[src/rtl/cond_logic_mt_if.sv]
// Decode-side bus of the multi-thread conditional execution unit.
// The decoder drives the master side; cond_logic_mt sits on the slave side.
interface cond_logic_mt_if #(
  parameter int NTHREAD = 2,
  parameter int TW      = (NTHREAD > 1) ? $clog2(NTHREAD) : 1
);
  // Valid marks an instruction in the decode slot. When Stall is high alongside
  // Valid, the instruction is not consumed and its side effects are suppressed,
  // so the decoder must hold it unchanged and present it again next cycle.
  logic               Valid;
  logic [TW-1:0]      Tid;
  logic [3:0]         Cond;
  logic               PCS;
  logic               RegW;
  logic               MemW;
  logic               NoWrite;
  logic [1:0]         FlagW;
  logic [3:0]         ALUFlags;
  logic               M_StartS;
  logic [1:0]         M_FlagW;
  logic               M_Done;
  logic [TW-1:0]      M_Tid;
  logic [3:0]         M_Flags;
  logic               Save;
  logic               Restore;

  logic               PCSrc;
  logic               RegWrite;
  logic               MemWrite;
  logic               M_Start;
  logic               CondEx;
  logic               Stall;
  logic [3:0]         Flags;
  logic [NTHREAD-1:0] Busy;

  modport master (
    output Valid, Tid, Cond, PCS, RegW, MemW, NoWrite, FlagW, ALUFlags,
           M_StartS, M_FlagW, M_Done, M_Tid, M_Flags, Save, Restore,
    input  PCSrc, RegWrite, MemWrite, M_Start, CondEx, Stall, Flags, Busy
  );

  modport slave (
    input  Valid, Tid, Cond, PCS, RegW, MemW, NoWrite, FlagW, ALUFlags,
           M_StartS, M_FlagW, M_Done, M_Tid, M_Flags, Save, Restore,
    output PCSrc, RegWrite, MemWrite, M_Start, CondEx, Stall, Flags, Busy
  );
endinterface

[src/rtl/cond_logic_mt.sv]
// Per-thread NZCV banks with saved copies, late flag writes from multi-cycle ops,
// same-cycle forwarding of completing ops and a stall for dependent instructions.
module cond_logic_mt #(
  parameter int NTHREAD = 2,
  parameter int TW      = (NTHREAD > 1) ? $clog2(NTHREAD) : 1
) (
  input logic            CLK,
  input logic            RESET,
  cond_logic_mt_if.slave bus
);

  logic [3:0]         bank_q  [NTHREAD];
  logic [3:0]         bank_d  [NTHREAD];
  logic [3:0]         saved_q [NTHREAD];
  logic [3:0]         saved_d [NTHREAD];
  logic [1:0]         pend_q  [NTHREAD];
  logic [1:0]         pend_d  [NTHREAD];
  logic [NTHREAD-1:0] busy_q;
  logic [NTHREAD-1:0] busy_d;

  logic [TW-1:0] tid;
  logic [TW-1:0] m_tid;
  logic          tid_ok;
  logic          m_tid_ok;
  logic          commit;
  logic          fwd;
  logic          pending;
  logic          needs_flags;
  logic          cond_ex;
  logic          stall;
  logic          go;
  logic [3:0]    bank_cur;
  logic [1:0]    pend_cur;
  logic [3:0]    ef;

  function automatic logic eval_cond(input logic [3:0] c, input logic [3:0] f);
    logic n, z, cf, v;
    logic r;
    n  = f[3];
    z  = f[2];
    cf = f[1];
    v  = f[0];
    case (c)
      4'b0000: r = z;
      4'b0001: r = ~z;
      4'b0010: r = cf;
      4'b0011: r = ~cf;
      4'b0100: r = n;
      4'b0101: r = ~n;
      4'b0110: r = v;
      4'b0111: r = ~v;
      4'b1000: r = cf & ~z;
      4'b1001: r = ~cf | z;
      4'b1010: r = (n == v);
      4'b1011: r = (n != v);
      4'b1100: r = ~z & (n == v);
      4'b1101: r = z | (n != v);
      default: r = 1'b1;
    endcase
    return r;
  endfunction

  assign tid      = bus.Tid;
  assign m_tid    = bus.M_Tid;
  // Thread ids beyond NTHREAD (non-power-of-two configs) see a zero bank and never write.
  assign tid_ok   = (32'(tid) < NTHREAD);
  assign m_tid_ok = (32'(m_tid) < NTHREAD);

  always_comb begin
    bank_cur = 4'b0000;
    pend_cur = 2'b00;
    if (tid_ok) begin
      bank_cur = bank_q[tid];
      pend_cur = pend_q[tid];
    end
  end

  // A completion only counts for a thread that actually has an op outstanding.
  assign commit = bus.M_Done & m_tid_ok & busy_q[m_tid];
  assign fwd    = commit & (m_tid == tid);

  always_comb begin
    ef = bank_cur;
    if (fwd) begin
      if (pend_cur[1]) ef[3:2] = bus.M_Flags[3:2];
      if (pend_cur[0]) ef[1:0] = bus.M_Flags[1:0];
    end
  end

  assign cond_ex = eval_cond(bus.Cond, ef);

  // An op completing this very cycle is resolved by forwarding, so it does not block.
  assign pending     = tid_ok & busy_q[tid] & ~(bus.M_Done & (m_tid == tid));
  assign needs_flags = (bus.Cond < 4'b1110) | (bus.FlagW != 2'b00) |
                       bus.M_StartS | bus.Save | bus.Restore;
  assign stall       = bus.Valid & pending & needs_flags;
  assign go          = bus.Valid & ~stall & cond_ex;

  assign bus.CondEx   = cond_ex;
  assign bus.Stall    = stall;
  assign bus.Flags    = ef;
  assign bus.Busy     = busy_q;
  assign bus.PCSrc    = go & bus.PCS;
  assign bus.RegWrite = go & bus.RegW & ~bus.NoWrite;
  assign bus.MemWrite = go & bus.MemW;
  assign bus.M_Start  = go & bus.M_StartS;

  // Later updates in this block override earlier ones on the same thread.
  always_comb begin
    bank_d  = bank_q;
    saved_d = saved_q;
    pend_d  = pend_q;
    busy_d  = busy_q;
    if (commit) begin
      if (pend_q[m_tid][1]) bank_d[m_tid][3:2] = bus.M_Flags[3:2];
      if (pend_q[m_tid][0]) bank_d[m_tid][1:0] = bus.M_Flags[1:0];
      busy_d[m_tid] = 1'b0;
    end
    if (go && tid_ok) begin
      if (bus.Save) saved_d[tid] = ef;
      if (bus.Restore) begin
        bank_d[tid] = saved_q[tid];
      end else begin
        if (bus.FlagW[1]) bank_d[tid][3:2] = bus.ALUFlags[3:2];
        if (bus.FlagW[0]) bank_d[tid][1:0] = bus.ALUFlags[1:0];
      end
      if (bus.M_StartS) begin
        busy_d[tid] = 1'b1;
        pend_d[tid] = bus.M_FlagW;
      end
    end
  end

  always_ff @(posedge CLK or posedge RESET) begin
    if (RESET) begin
      for (int i = 0; i < NTHREAD; i++) begin
        bank_q[i]  <= 4'b0000;
        saved_q[i] <= 4'b0000;
        pend_q[i]  <= 2'b00;
      end
      busy_q <= '0;
    end else begin
      bank_q  <= bank_d;
      saved_q <= saved_d;
      pend_q  <= pend_d;
      busy_q  <= busy_d;
    end
  end

endmodule

[src/flat_wrapper.sv]
// flat-port wrapper written by rule: the top's interface ports become plain ports
module cond_logic_mt_flat 
#(
  parameter int NTHREAD = 2,
  parameter int TW      = (NTHREAD > 1) ? $clog2(NTHREAD) : 1
)
  (CLK, RESET, bus_Valid, bus_Tid, bus_Cond, bus_PCS, bus_RegW, bus_MemW, bus_NoWrite, bus_FlagW, bus_ALUFlags, bus_M_StartS, bus_M_FlagW, bus_M_Done, bus_M_Tid, bus_M_Flags, bus_Save, bus_Restore, bus_PCSrc, bus_RegWrite, bus_MemWrite, bus_M_Start, bus_CondEx, bus_Stall, bus_Flags, bus_Busy);
  cond_logic_mt_if #(.NTHREAD(NTHREAD), .TW(TW)) bus_i ();
  input logic CLK;
  input logic RESET;
  input wire logic [$bits(bus_i.Valid)-1:0] bus_Valid;
  input wire logic [$bits(bus_i.Tid)-1:0] bus_Tid;
  input wire logic [$bits(bus_i.Cond)-1:0] bus_Cond;
  input wire logic [$bits(bus_i.PCS)-1:0] bus_PCS;
  input wire logic [$bits(bus_i.RegW)-1:0] bus_RegW;
  input wire logic [$bits(bus_i.MemW)-1:0] bus_MemW;
  input wire logic [$bits(bus_i.NoWrite)-1:0] bus_NoWrite;
  input wire logic [$bits(bus_i.FlagW)-1:0] bus_FlagW;
  input wire logic [$bits(bus_i.ALUFlags)-1:0] bus_ALUFlags;
  input wire logic [$bits(bus_i.M_StartS)-1:0] bus_M_StartS;
  input wire logic [$bits(bus_i.M_FlagW)-1:0] bus_M_FlagW;
  input wire logic [$bits(bus_i.M_Done)-1:0] bus_M_Done;
  input wire logic [$bits(bus_i.M_Tid)-1:0] bus_M_Tid;
  input wire logic [$bits(bus_i.M_Flags)-1:0] bus_M_Flags;
  input wire logic [$bits(bus_i.Save)-1:0] bus_Save;
  input wire logic [$bits(bus_i.Restore)-1:0] bus_Restore;
  output wire logic [$bits(bus_i.PCSrc)-1:0] bus_PCSrc;
  output wire logic [$bits(bus_i.RegWrite)-1:0] bus_RegWrite;
  output wire logic [$bits(bus_i.MemWrite)-1:0] bus_MemWrite;
  output wire logic [$bits(bus_i.M_Start)-1:0] bus_M_Start;
  output wire logic [$bits(bus_i.CondEx)-1:0] bus_CondEx;
  output wire logic [$bits(bus_i.Stall)-1:0] bus_Stall;
  output wire logic [$bits(bus_i.Flags)-1:0] bus_Flags;
  output wire logic [$bits(bus_i.Busy)-1:0] bus_Busy;
  assign bus_i.Valid = bus_Valid;
  assign bus_i.Tid = bus_Tid;
  assign bus_i.Cond = bus_Cond;
  assign bus_i.PCS = bus_PCS;
  assign bus_i.RegW = bus_RegW;
  assign bus_i.MemW = bus_MemW;
  assign bus_i.NoWrite = bus_NoWrite;
  assign bus_i.FlagW = bus_FlagW;
  assign bus_i.ALUFlags = bus_ALUFlags;
  assign bus_i.M_StartS = bus_M_StartS;
  assign bus_i.M_FlagW = bus_M_FlagW;
  assign bus_i.M_Done = bus_M_Done;
  assign bus_i.M_Tid = bus_M_Tid;
  assign bus_i.M_Flags = bus_M_Flags;
  assign bus_i.Save = bus_Save;
  assign bus_i.Restore = bus_Restore;
  assign bus_PCSrc = bus_i.PCSrc;
  assign bus_RegWrite = bus_i.RegWrite;
  assign bus_MemWrite = bus_i.MemWrite;
  assign bus_M_Start = bus_i.M_Start;
  assign bus_CondEx = bus_i.CondEx;
  assign bus_Stall = bus_i.Stall;
  assign bus_Flags = bus_i.Flags;
  assign bus_Busy = bus_i.Busy;
  cond_logic_mt #(.NTHREAD(NTHREAD), .TW(TW)) u_core (.CLK(CLK), .RESET(RESET), .bus(bus_i));
endmodule
[config.mk]
export PLATFORM = sky130hd
export DESIGN_NAME = cond_logic_mt_flat
export DESIGN_NICKNAME = d
export VERILOG_FILES = /design/src/rtl/cond_logic_mt_if.sv /design/src/rtl/cond_logic_mt.sv /design/src/flat_wrapper.sv
export SDC_FILE = /design/constraint.sdc
export NUM_CORES = 1
export LEC_CHECK = 0
export ABC_CLOCK_PERIOD_IN_PS = 8700
export BUFFER_PORTS_ARGS = -buffer_cell sky130_fd_sc_hd__buf_4
export CAP_MARGIN = 10
export CORE_MARGIN = 2
export CORE_UTILIZATION = 38
export DETAILED_ROUTE_END_ITERATION = 10
export PLACE_DENSITY_LB_ADDON = 0.12
export SLEW_MARGIN = 10
export SYNTH_ARGS = -nofsm -noshare
export SYNTH_HDL_FRONTEND = slang
export SYNTH_SLANG_ARGS = --single-unit
[constraint.sdc]
create_clock -name CLK -period 8.7 [get_ports CLK]
set_input_delay 0.435 -clock CLK [delete_from_list [all_inputs] [get_ports CLK]]
set_output_delay 0.435 -clock CLK [all_outputs]
set_load 0.01 [all_outputs]
* Yosys cells after proc, flatten, opt, wreduce, memory -nomap -nowiden
Cells that the tools add are included.
** Word-level totals
- Flip-flop bits (word level) :: 22
- Latch bits :: 0
- Memory bits (writable) :: 0
- Bits in read-only memories :: 0
- Input bits :: 29
- Output and inout bits :: 12
- Word-level logic and storage cells :: 129
- Memories kept :: 0
** Cells by class
- Add/subtract/negate cells :: 0
- Multipliers :: 0
- Divide/modulo/power cells :: 0
- $lt $le $gt $ge :: 9
- Eq/ne operators :: 16
- Shift-type cells :: 0
- Mux-type cells :: 56
- Bitwise gates (word level) :: 33
- Reduce and logical (&&, ||, !) cells :: 8
** Operator list (count)
- $mux W8 :: 10
- $bwmux W8 :: 6
- $mux W4 :: 10
- $mux W2 :: 14
- $eq A4 B4 Y1 const B :: 6
- $demux W4 S1 :: 5
- $eq A4 B3 Y1 const B :: 4
- $and A1 B1 Y1 :: 15
- $pmux W1 S14 :: 1
- $eq A4 B2 Y1 const B :: 2
- $not A1 Y1 :: 7
- $mux W1 :: 6
- $or A1 B1 Y1 :: 6
- $bwmux W4 :: 1
- $eq A4 B1 Y1 const B :: 1
- $ge A2 B2 Y1 const B :: 2
- $logic_and A1 B1 Y1 :: 4
- $logic_not A4 Y1 :: 1
- $lt A1 B2 Y1 const B :: 2
- $lt A2 B1 Y1 const B :: 2
- $lt A4 B4 Y1 const B :: 1
- $not A1 Y2 :: 2
- $reduce_and A2 Y1 :: 2
- $and A2 B2 Y2 :: 1
- 8 further kinds :: 11

* Logic depth before layout (Yosys ltp)
Gate-level depths: netlist (run 1).
- Word-level depth :: 19
- Gate-level depth with buffers :: 11
- Mapped depth without buffers :: 9

* Worst setup path before layout (run 1)
No wires, ideal clock.
- Path type :: input port to flip-flop
- Start point :: input bus_Tid
- End point :: register u_core.pend_q[2] (netlist name)
- Library setup time :: 0.128 ns
- Data arrival time :: 2.981 ns
- Data required time :: 8.572 ns
- Slack :: 5.591 ns
- Cell stages on the path :: 10
- Buffers on the path :: 1
- Cells stage by stage :: buf_4 mux2_2 o21ai_2 mux2_4 or4b_1 a31oi_1 a211oi_2 a211oi_4 and2_1 mux2_1
** Between the ends
- Cells in the longest elaborated chain, start to end :: 11
- Elaborated cells on any way between the ends :: 40
** Ends and longest elaborated chain
- from (decl) :: line flat_wrapper.sv:12 : input wire logic [$bits(bus_i.Tid)-1:0] bus_Tid;
- $not A1 Y2 (not written as such) :: line cond_logic_mt.sv:73, cond_logic_mt.sv:74
- $mux W4 (not written as such) or $mux W2 (tied branches) (3 in series) :: line cond_logic_mt.sv:73, cond_logic_mt.sv:74
- $mux W2 :: line cond_logic_mt.sv:85 : if (pend_cur[1]) ef[3:2] = bus.M_Flags[3:2];
- $mux W4 (*) :: line cond_logic_mt.sv:84 : if (fwd) begin
- net bus_Flags[2] :: line flat_wrapper.sv:33 : output wire logic [$bits(bus_i.Flags)-1:0] bus_Flags;
- $not A1 Y1 :: line cond_logic_mt.sv:45, cond_logic_mt.sv:52, cond_logic_mt.sv:56
- $and A1 B1 Y1 (on tied branches) :: line cond_logic_mt.sv:56, cond_logic_mt.sv:52
- $pmux W1 S14 (*) :: line cond_logic_mt.sv:43 : case (c)
- $and A1 B1 Y1 (*) :: line cond_logic_mt.sv:97 : assign go = bus.Valid & ~stall & cond_ex;
- $reduce_and A2 Y1 (no line) (*)
- to (signal assigned) :: line cond_logic_mt.sv:145 : pend_q <= pend_d;
- to (decl) :: line cond_logic_mt.sv:16 : logic [1:0] pend_q [NTHREAD];
Mark *: on every way through the listed nets, which the timed path passes. The rest lies on a longest branch. The select of a mux whose other input is x is not followed.
A chain may end at the register's enable or synchronous reset.

* Worst setup path in the final report (run 1)
- Start point :: register u_core.busy_q[0], in the netlist u_core.bus.Busy[0]
- End point :: output bus_RegWrite
** Between the ends
- Cells in the longest elaborated chain, start to end :: 11
- Elaborated cells on any way between the ends :: 26
** Ends and longest elaborated chain
- from (decl) :: line cond_logic_mt.sv:18 : logic [NTHREAD-1:0] busy_q;
- from (signal assigned) :: line cond_logic_mt.sv:146 : busy_q <= busy_d;
- $mux W1 (not written as such) (2 in series) :: line cond_logic_mt.sv:79 : assign commit = bus.M_Done & m_tid_ok & busy_q[m_tid];
- $and A1 B1 Y1 :: line cond_logic_mt.sv:79
- $and A1 B1 Y1 :: line cond_logic_mt.sv:80 : assign fwd = commit & (m_tid == tid);
- $mux W4 :: line cond_logic_mt.sv:84
- $ne A1 B1 Y1, or another cell as far along :: line cond_logic_mt.sv:55, cond_logic_mt.sv:57
- $or A1 B1 Y1, or another cell as far along :: line cond_logic_mt.sv:57 : 4'b1101: r = z | (n != v);
- $pmux W1 S14 :: line cond_logic_mt.sv:43
- $and A1 B1 Y1 (*) :: line cond_logic_mt.sv:97
- $and A1 B1 Y1 (*) (2 in series) :: line cond_logic_mt.sv:104 : assign bus.RegWrite = go & bus.RegW & ~bus.NoWrite;
- to (decl) :: line flat_wrapper.sv:28 : output wire logic [$bits(bus_i.RegWrite)-1:0] bus_RegWrite;
Mark *: on every way between the ends. The rest lies on a longest branch, timed or not. The select of a mux whose other input is x is not followed.

==> results.py, run 1 <==
metrics = {
    "placed_design": {
        "post-place-cells": 231,
        "placed_cell_area_mm2": 0.00189,
        "dp.final_hpwl_um": 3350,
        "numPortBuffers": 40,
        "globalplace.congestion": 0.814,
    },
    "clock_tree": {
        "clockBufferDepth": 2,
        "path_clk_slew_ns": 0.09,
        "clock_sinks": 22,
        "htree_levels": 1,
        "root_buffer": "clkbuf_8",
        "cts_buffers": 3,
        "post_cts_buffers": 0,
        "cts_tree": "built",
        "holdBufCountCts": 0,
        "clk_latency_ns": 0.27,
        "cts_resized": 0,
    },
    "synth": {
        "yosys.area_share.simple_pct": 19.5,
        "synth-seq-cells": 22,
        "synthXorXnorAreaFrac_pct": 2.58,
        "synth_top_family_by_area": "multiplexers",
        "synth_cells": 146,
        "netlist_area_mm2": 0.00155,
        "synth.distinct_cells": 39,
        "synthAdderAreaFrac_pct": 0,
        "ys_seq_area_share_pct": 35.5,
        "yosys-mux-area-fraction_pct": 25.8,
        "syn_nets": 175,
        "synth_compound_area_share_pct": 14.5,
        "syn_avg_cell_area_um2": 10.6,
        "ys_warn_count": 0,
    },
    "global_route": {
        "grt_overflow": 0,
        "met3_usage_pct": 2.80,
        "grt_max_degree": 23,
        "grt_pass1_wl_um": 6580,
        "first_global_vias": 1384,
        "antenna_found_initial": 0,
        "met2_usage_pct": 34.9,
        "grt.busiest_layer": "met2",
        "use_met1_pct": 23.3,
        "globalRouteTotalUtil_pct": 19.4,
    },
    "layout": {
        "diodes": 0,
        "fin_util_pct": 48.9,
        "syn_to_final_growth_pct": 25.4,
        "drive_above_1_share_pct": 41.1,
        "finalNetCount": 215,
        "stdcell_area_mm2": 0.00194,
        "fillers": 382,
        "fin_cells": 235,
    },
    "critical_path": {
        "crit_type": "flip-flop to output pin",
        "startpoint_type": "flip-flop",
        "endpoint_kind": "output pin",
        "critical_path.max_fanout": 13,
        "cp.arrival_ns": 3.18,
        "cp.required_ns": 8.27,
    },
    "sta": {
        "period_share_pct": 41.5,
        "finalSetupViolations": 0,
        "maxSlewViolCount": 0,
        "fmax_mhz": 277,
        "rsz0062_at_grt": "no",
        "hold_viol_final": 0,
        "period_minus_slack_ns": 3.61,
        "worst_pin_slew_ns": 0.906,
        "fin_setup_tns_ns": 0,
        "clock_skew_ns": 0.00459,
        "slew-limit-headroom_pct": 39.5,
    },
    "routing": {
        "vias": 1331,
        "drtIter0Drc": 49,
        "ant_nets": 0,
        "firstDrtPassIters": 4,
        "avgRoutedWirePerCell_um": 18.0,
        "drcViolationCount": 0,
        "route.final.wire_length_um": 4240,
        "vias_per_cell": 5.66,
    },
    "die": {
        "die-area_mm2": 0.00460,
        "io_pins": 41,
        "initial_core_util_pct": 39.0,
        "coreArea_mm2": 0.00397,
        "fp-row-count": 23,
        "dieHeight_um": 67.8,
        "die_x_um": 67.8,
    },
    "power": {
        "ir_worst_vdd_uv": 125,
        "p_per_area_mw_per_mm2": 263,
        "fin_total_pwr_uw": 510,
        "leakagePower_uw": 0.000953,
    },
    "run": {
        "max-cap-violations": 0,
    },
    "outcome": {
        "status": "finished clean",
    },
    "hold_path": {
        "hp-class": "primary input to async pin",
    },
}
per-layer routing:
metal,share of wire [%],wire [um]
met1,42,1800
met2,52,2180
met3,4.8,203
met4,1.3,55
met5,0,0
area by class of cell:
| type | instances | area [um^2] | area share, % |
|---|---|---|---|
| timing repair buffer | 40 | 300 | 15.5 |
| multi-input combinational | 117 | 967 | 49.8 |
| sequential | 22 | 551 | 28.3 |
| tap | 50 | 62.6 | 3.22 |
| inverter | 2 | 7.51 | 0.386 |
| clock buffer | 4 | 55.1 | 2.83 |
critical path: stages (launching register included):
cell      delay, ns
dfrtp_1        0.45
and4bb_2       0.28
o21ai_2        0.20
mux2_4         0.36
or4b_1         0.47
a31oi_1        0.21
a211oi_2       0.10
a21oi_2        0.47
and3b_1        0.25
buf_4          0.12
power breakdown:
part           switching, uW  total, uW  internal (uW)
clock network           36.4       76.8           40.4
logic                    115        252            137
registers               32.6        181            148
registers in the layout (all words and copies together), names as in the netlist:
register and flops:
u_core.bank_q 8, u_core.bus.Busy 2, u_core.pend_q 4, u_core.saved_q 8
cells by family (layout without fill, tap and decap cells):
| kind of cell | count (synthesis) | after routing |
|---|---|---|
| compound gates | 24 | 24 |
| xor+xnor | 3 | 3 |
| buf+inv | 7 | 46 |
| flops | 22 | 22 |
| mux | 35 | 35 |
| simple gates | 55 | 55 |
cells in the mapped netlist:
cell	number	area share [%]
o221a_2	3	2.2
nor3_1	5	1.6
nor2b_1	2	0.81
and2_1	5	2.0
and3b_1	1	0.57
nand4_1	2	0.81
o2111a_1	1	0.73
a22oi_1	3	1.5
or2_2	1	0.40
and4_1	1	0.57
nand2b_1	7	2.8
mux2_4	4	3.9
or4b_1	1	0.65
nand3b_1	1	0.48
xnor2_1	2	1.1
inv_1	2	0.48
mux2_1	6	4.4
buf_4	1	0.48
mux2_2	17	12
a21o_1	1	0.48
and4bb_2	1	0.81
clkbuf_1	3	0.73
a211oi_4	1	1.3
nand2_1	10	2.4
nor3b_1	1	0.48
dfrtp_1	22	36
and2_4	1	0.57
or4_1	1	0.48
a21oi_2	1	0.57
a211oi_2	1	0.81
nor2_1	10	2.4
mux2i_1	8	5.2
o211a_1	5	3.2
xnor3_1	1	1.5
nand3_1	5	1.6
o21ai_2	2	1.1
o32a_1	1	0.65
a31oi_1	5	2.0
buf_2	1	0.32
worst paths after layout:
check	start	to	slack, ns	cells past startpoint
hold reg to reg	u_core.saved_q[7]	u_core.saved_q[7]	0.50	1
setup / recovery	u_core.bus.Busy[0]	bus_RegWrite	5.09	9
setup reg to reg	u_core.bus.Busy[0]	u_core.pend_q[2]	5.42	9
max in group asynchronous	RESET	u_core.saved_q[5]	7.78	2
min in group CLK	bus_M_FlagW[1]	u_core.pend_q[3]	0.40	2
hold / removal	RESET	u_core.pend_q[3]	0.36	2
through the flow:
stage	setup WS, ns	hold slack, ns
finish	5.09	0.360
global route	4.96	0.398
floorplan	5.59	0.424
CTS	5.06	0.390
global placement	5.18	0.482
detailed placement	5.13	0.489
layout by cell type, fill, tap and decap left out, types with 2 or more instances in the layout:
master	n
inv_1	2
buf_4	40
nand4_1	2
mux2_4	4
mux2_2	17
nand2_1	10
a31oi_1	5
a22oi_1	3
dfrtp_1	22
o221a_2	3
nand3_1	5
nor2b_1	2
o21ai_2	2
mux2_1	6
nor3_1	5
o211a_1	5
clkbuf_8	4
xnor2_1	2
mux2i_1	8
nor2_1	10
and2_1	5
nand2b_1	7
No activity file was read; power rests on OpenSTA's default activity.
==> run 2, diff against run 1 <==
Settings changed: ABC_AREA set to 1, ABC_CLOCK_PERIOD_IN_PS 8700 to 3200.
Clock period 8.7 ns to 3.2 ns, I/O delays scaled along.
==> results.py, run 2 <==
metrics = {
    "outcome": {
        "status": "finished clean",
    },
    "critical_path": {
        "endpoint_kind": "output pin",
        "cp_cell_sequence": "buf_4 -> inv_2 -> nand2_1 -> nand2_1 -> nand2_1 -> nand2_1 -> nand2_1 -> nand2_1 -> nand2_1 -> nand3_2 -> nand2_1 -> nand2_1 -> nand3_2 -> nor2_4 -> nor2_8 -> clkinv_2 -> nor2_1 -> buf_4",
        "r2r_cells": 15,
        "r2r-start": "u_core.bus.Busy[0]",
        "timing.rr.end": "u_core.bank_q[5]",
        "cpMostUsedCell": "nand2_1",
        "crit_slowest_cell": "buf_4",
        "crit_path_max_incr_delay_ns": 0.28,
        "critPathLaunch": "bus_Tid",
        "reg2reg_slack_ns": 0.94,
        "crit_end": "bus_M_Start",
        "startpoint_type": "primary input",
        "cp.arrival_ns": 2.56,
        "crit_type": "primary input to output pin",
        "cp.required_ns": 3.04,
        "critical_path.max_fanout": 29,
    },
    "sta": {
        "fmax_mhz": 367,
        "slew-limit-headroom_pct": 41.7,
        "rsz0062_at_grt": "no",
        "hold_viol_final": 0,
        "finalSetupViolations": 0,
        "fin_setup_tns_ns": 0,
        "period_minus_slack_ns": 2.72,
        "clock_skew_ns": 0.00191,
        "worst_pin_slew_ns": 0.873,
        "maxSlewViolCount": 0,
        "period_share_pct": 85.1,
    },
    "synth": {
        "synth_top_family_by_area": "simple AND/OR/NAND/NOR gates",
        "synth_compound_area_share_pct": 12.5,
        "yosysTopAreaCell": "dfrtp_1",
        "synth_commonest_cells": "119 x nand2_1, 37 x inv_1, 37 x nor2_1",
        "synth-seq-cells": 22,
        "yosys-mux-area-fraction_pct": 0.509,
        "ys_warn_count": 0,
        "synth_top_area_share_pct": 28.0,
        "post-synth-top-count-cell": "nand2_1",
        "synth_ff_type": "dfrtp_1",
        "synth.distinct_cells": 30,
        "synth-edff-count": 0,
        "synth_area_leaders": "dfrtp_1 28%, nand2_1 23%, inv_1 7.1%",
        "syn_avg_cell_area_um2": 6.09,
        "ys_seq_area_share_pct": 28.0,
        "synthAdderAreaFrac_pct": 0,
        "async_flop_share_pct": 100,
        "syn_nets": 352,
        "netlist_area_mm2": 0.00197,
        "yosys.area_share.simple_pct": 47.7,
        "synth_cells": 323,
        "synthXorXnorAreaFrac_pct": 0,
    },
    "die": {
        "die_x_um": 75.9,
        "dieHeight_um": 75.9,
        "io_pins": 41,
        "initial_core_util_pct": 39.0,
        "coreArea_mm2": 0.00504,
        "fp-row-count": 26,
        "die-area_mm2": 0.00576,
    },
    "clock_tree": {
        "holdBufCountCts": 0,
        "clock_sinks": 22,
        "cts_resized": 0,
        "path_clk_slew_ns": 0.08,
        "post_cts_buffers": 0,
        "htree_levels": 1,
        "clk_latency_ns": 0.27,
        "clockBufferDepth": 2,
        "cts_buffers": 3,
        "root_buffer": "clkbuf_8",
        "cts_tree": "built",
    },
    "global_route": {
        "antenna_found_initial": 0,
        "grt_overflow": 0,
        "first_global_vias": 2033,
        "grt_max_degree": 30,
        "grt_pass1_wl_um": 9580,
        "globalRouteTotalUtil_pct": 20.5,
    },
    "layout": {
        "drive_above_1_share_pct": 20.1,
        "reg_top3": "u_core.bank_q (8), u_core.saved_q (8), u_core.pend_q (4)",
        "diodes": 0,
        "finalNetCount": 388,
        "syn_to_final_growth_pct": 19.8,
        "fin_util_pct": 46.7,
        "layout_common_cells": "119 x nand2_1, 40 x buf_4, 37 x inv_1, 37 x nor2_1, 27 x o21ai_0",
        "final_common_cell": "nand2_1",
    },
    "routing": {
        "vias": 2172,
        "ant_nets": 0,
        "route.final.wire_length_um": 5610,
        "drcViolationCount": 0,
        "drtIter0Drc": 145,
        "avgRoutedWirePerCell_um": 13.1,
        "vias_per_cell": 5.07,
        "firstDrtPassIters": 4,
    },
    "power": {
        "p_per_area_mw_per_mm2": 606,
        "leakagePower_uw": 0.00131,
        "ir_worst_vdd_uv": 268,
    },
    "placed_design": {
        "globalplace.congestion": 0.850,
        "dp.final_hpwl_um": 4440,
        "numPortBuffers": 40,
    },
    "hold_path": {
        "hp-class": "primary input to async pin",
    },
    "run": {
        "max-cap-violations": 0,
    },
}
run 2: cell count changes in the layout (fill, tap and decap cells not counted), sizes merged, moves of 8 or more:
| cell | previous run | this run |
|---|---|---|
| mux2 | 27 | 0 |
| nand2 | 10 | 126 |
| o21ai | 2 | 29 |
| nor2 | 10 | 39 |
| o22ai | 0 | 8 |
| nand4 | 2 | 18 |
| nand3 | 5 | 18 |
| inv | 2 | 42 |
run 2: layer usage:
layer | share of wire [%] | GRT usage, % | wire [um] | vias up
met4 | 0.48 | 3.45 | 27 | 0
met2 | 48 | 35.3 | 2720 | 41
met1 | 47 | 27.7 | 2630 | 1023
met3 | 4.2 | 3.33 | 236 | 2
met5 | 0 | 0 | 0 | -
li1 | - | - | - | 1106
run 2: metrics by stage:
step	total power (uW)	setup WS, ns	hold slack, ns	cell area, um^2	std cells
detailed placement	1230	0.493	0.410	2300	424
global placement	1220	0.562	0.408	2300	424
finish	1430	0.478	0.0707	2350	428
global route	1570	0.112	0.160	2350	428
CTS	1440	0.485	0.117	2350	428
floorplan	1010	1.24	0.149	1970	323
run 2: where the power goes:
group,internal [uW],switching (uW)
clock,110,97.6
combinational,275,467
sequential,401,76.0
run 2: worst min-delay path by stage:
| stage | startpoint | endpoint |
|---|---|---|
| 2_1_floorplan | RESET | u_core.bank_q[0] |
| 3_3_place_gp | RESET | u_core.bank_q[0] |
| 3_5_place_dp | RESET | u_core.bank_q[0] |
| 4_1_cts | RESET | u_core.bank_q[3] |
| 5_1_grt | bus_M_FlagW[1] | u_core.pend_q[3] |
| 6_report | RESET | u_core.bank_q[1] |
run 2: area by class of cell:
class / instances / area [um^2]
clock buffer: 4 / 55.1
fill: 546 / 2690
inverter: 44 / 168
multi-input combinational: 248 / 1190
sequential: 22 / 551
tap: 70 / 87.6
timing repair buffer: 40 / 300
run 2: logic make-up after synthesis:
kind of cell | Yosys count
multiplexers | 1
buffers and inverters | 53
AO/OA/AOI/OAI | 41
AND/OR/NAND/NOR | 206
flip-flops | 22
run 2: worst max-delay path: cells and delay by family:
kind,cells,cell delay (ns)
buffers and inverters,4,0.88
and+or+nand+nor,14,1.49
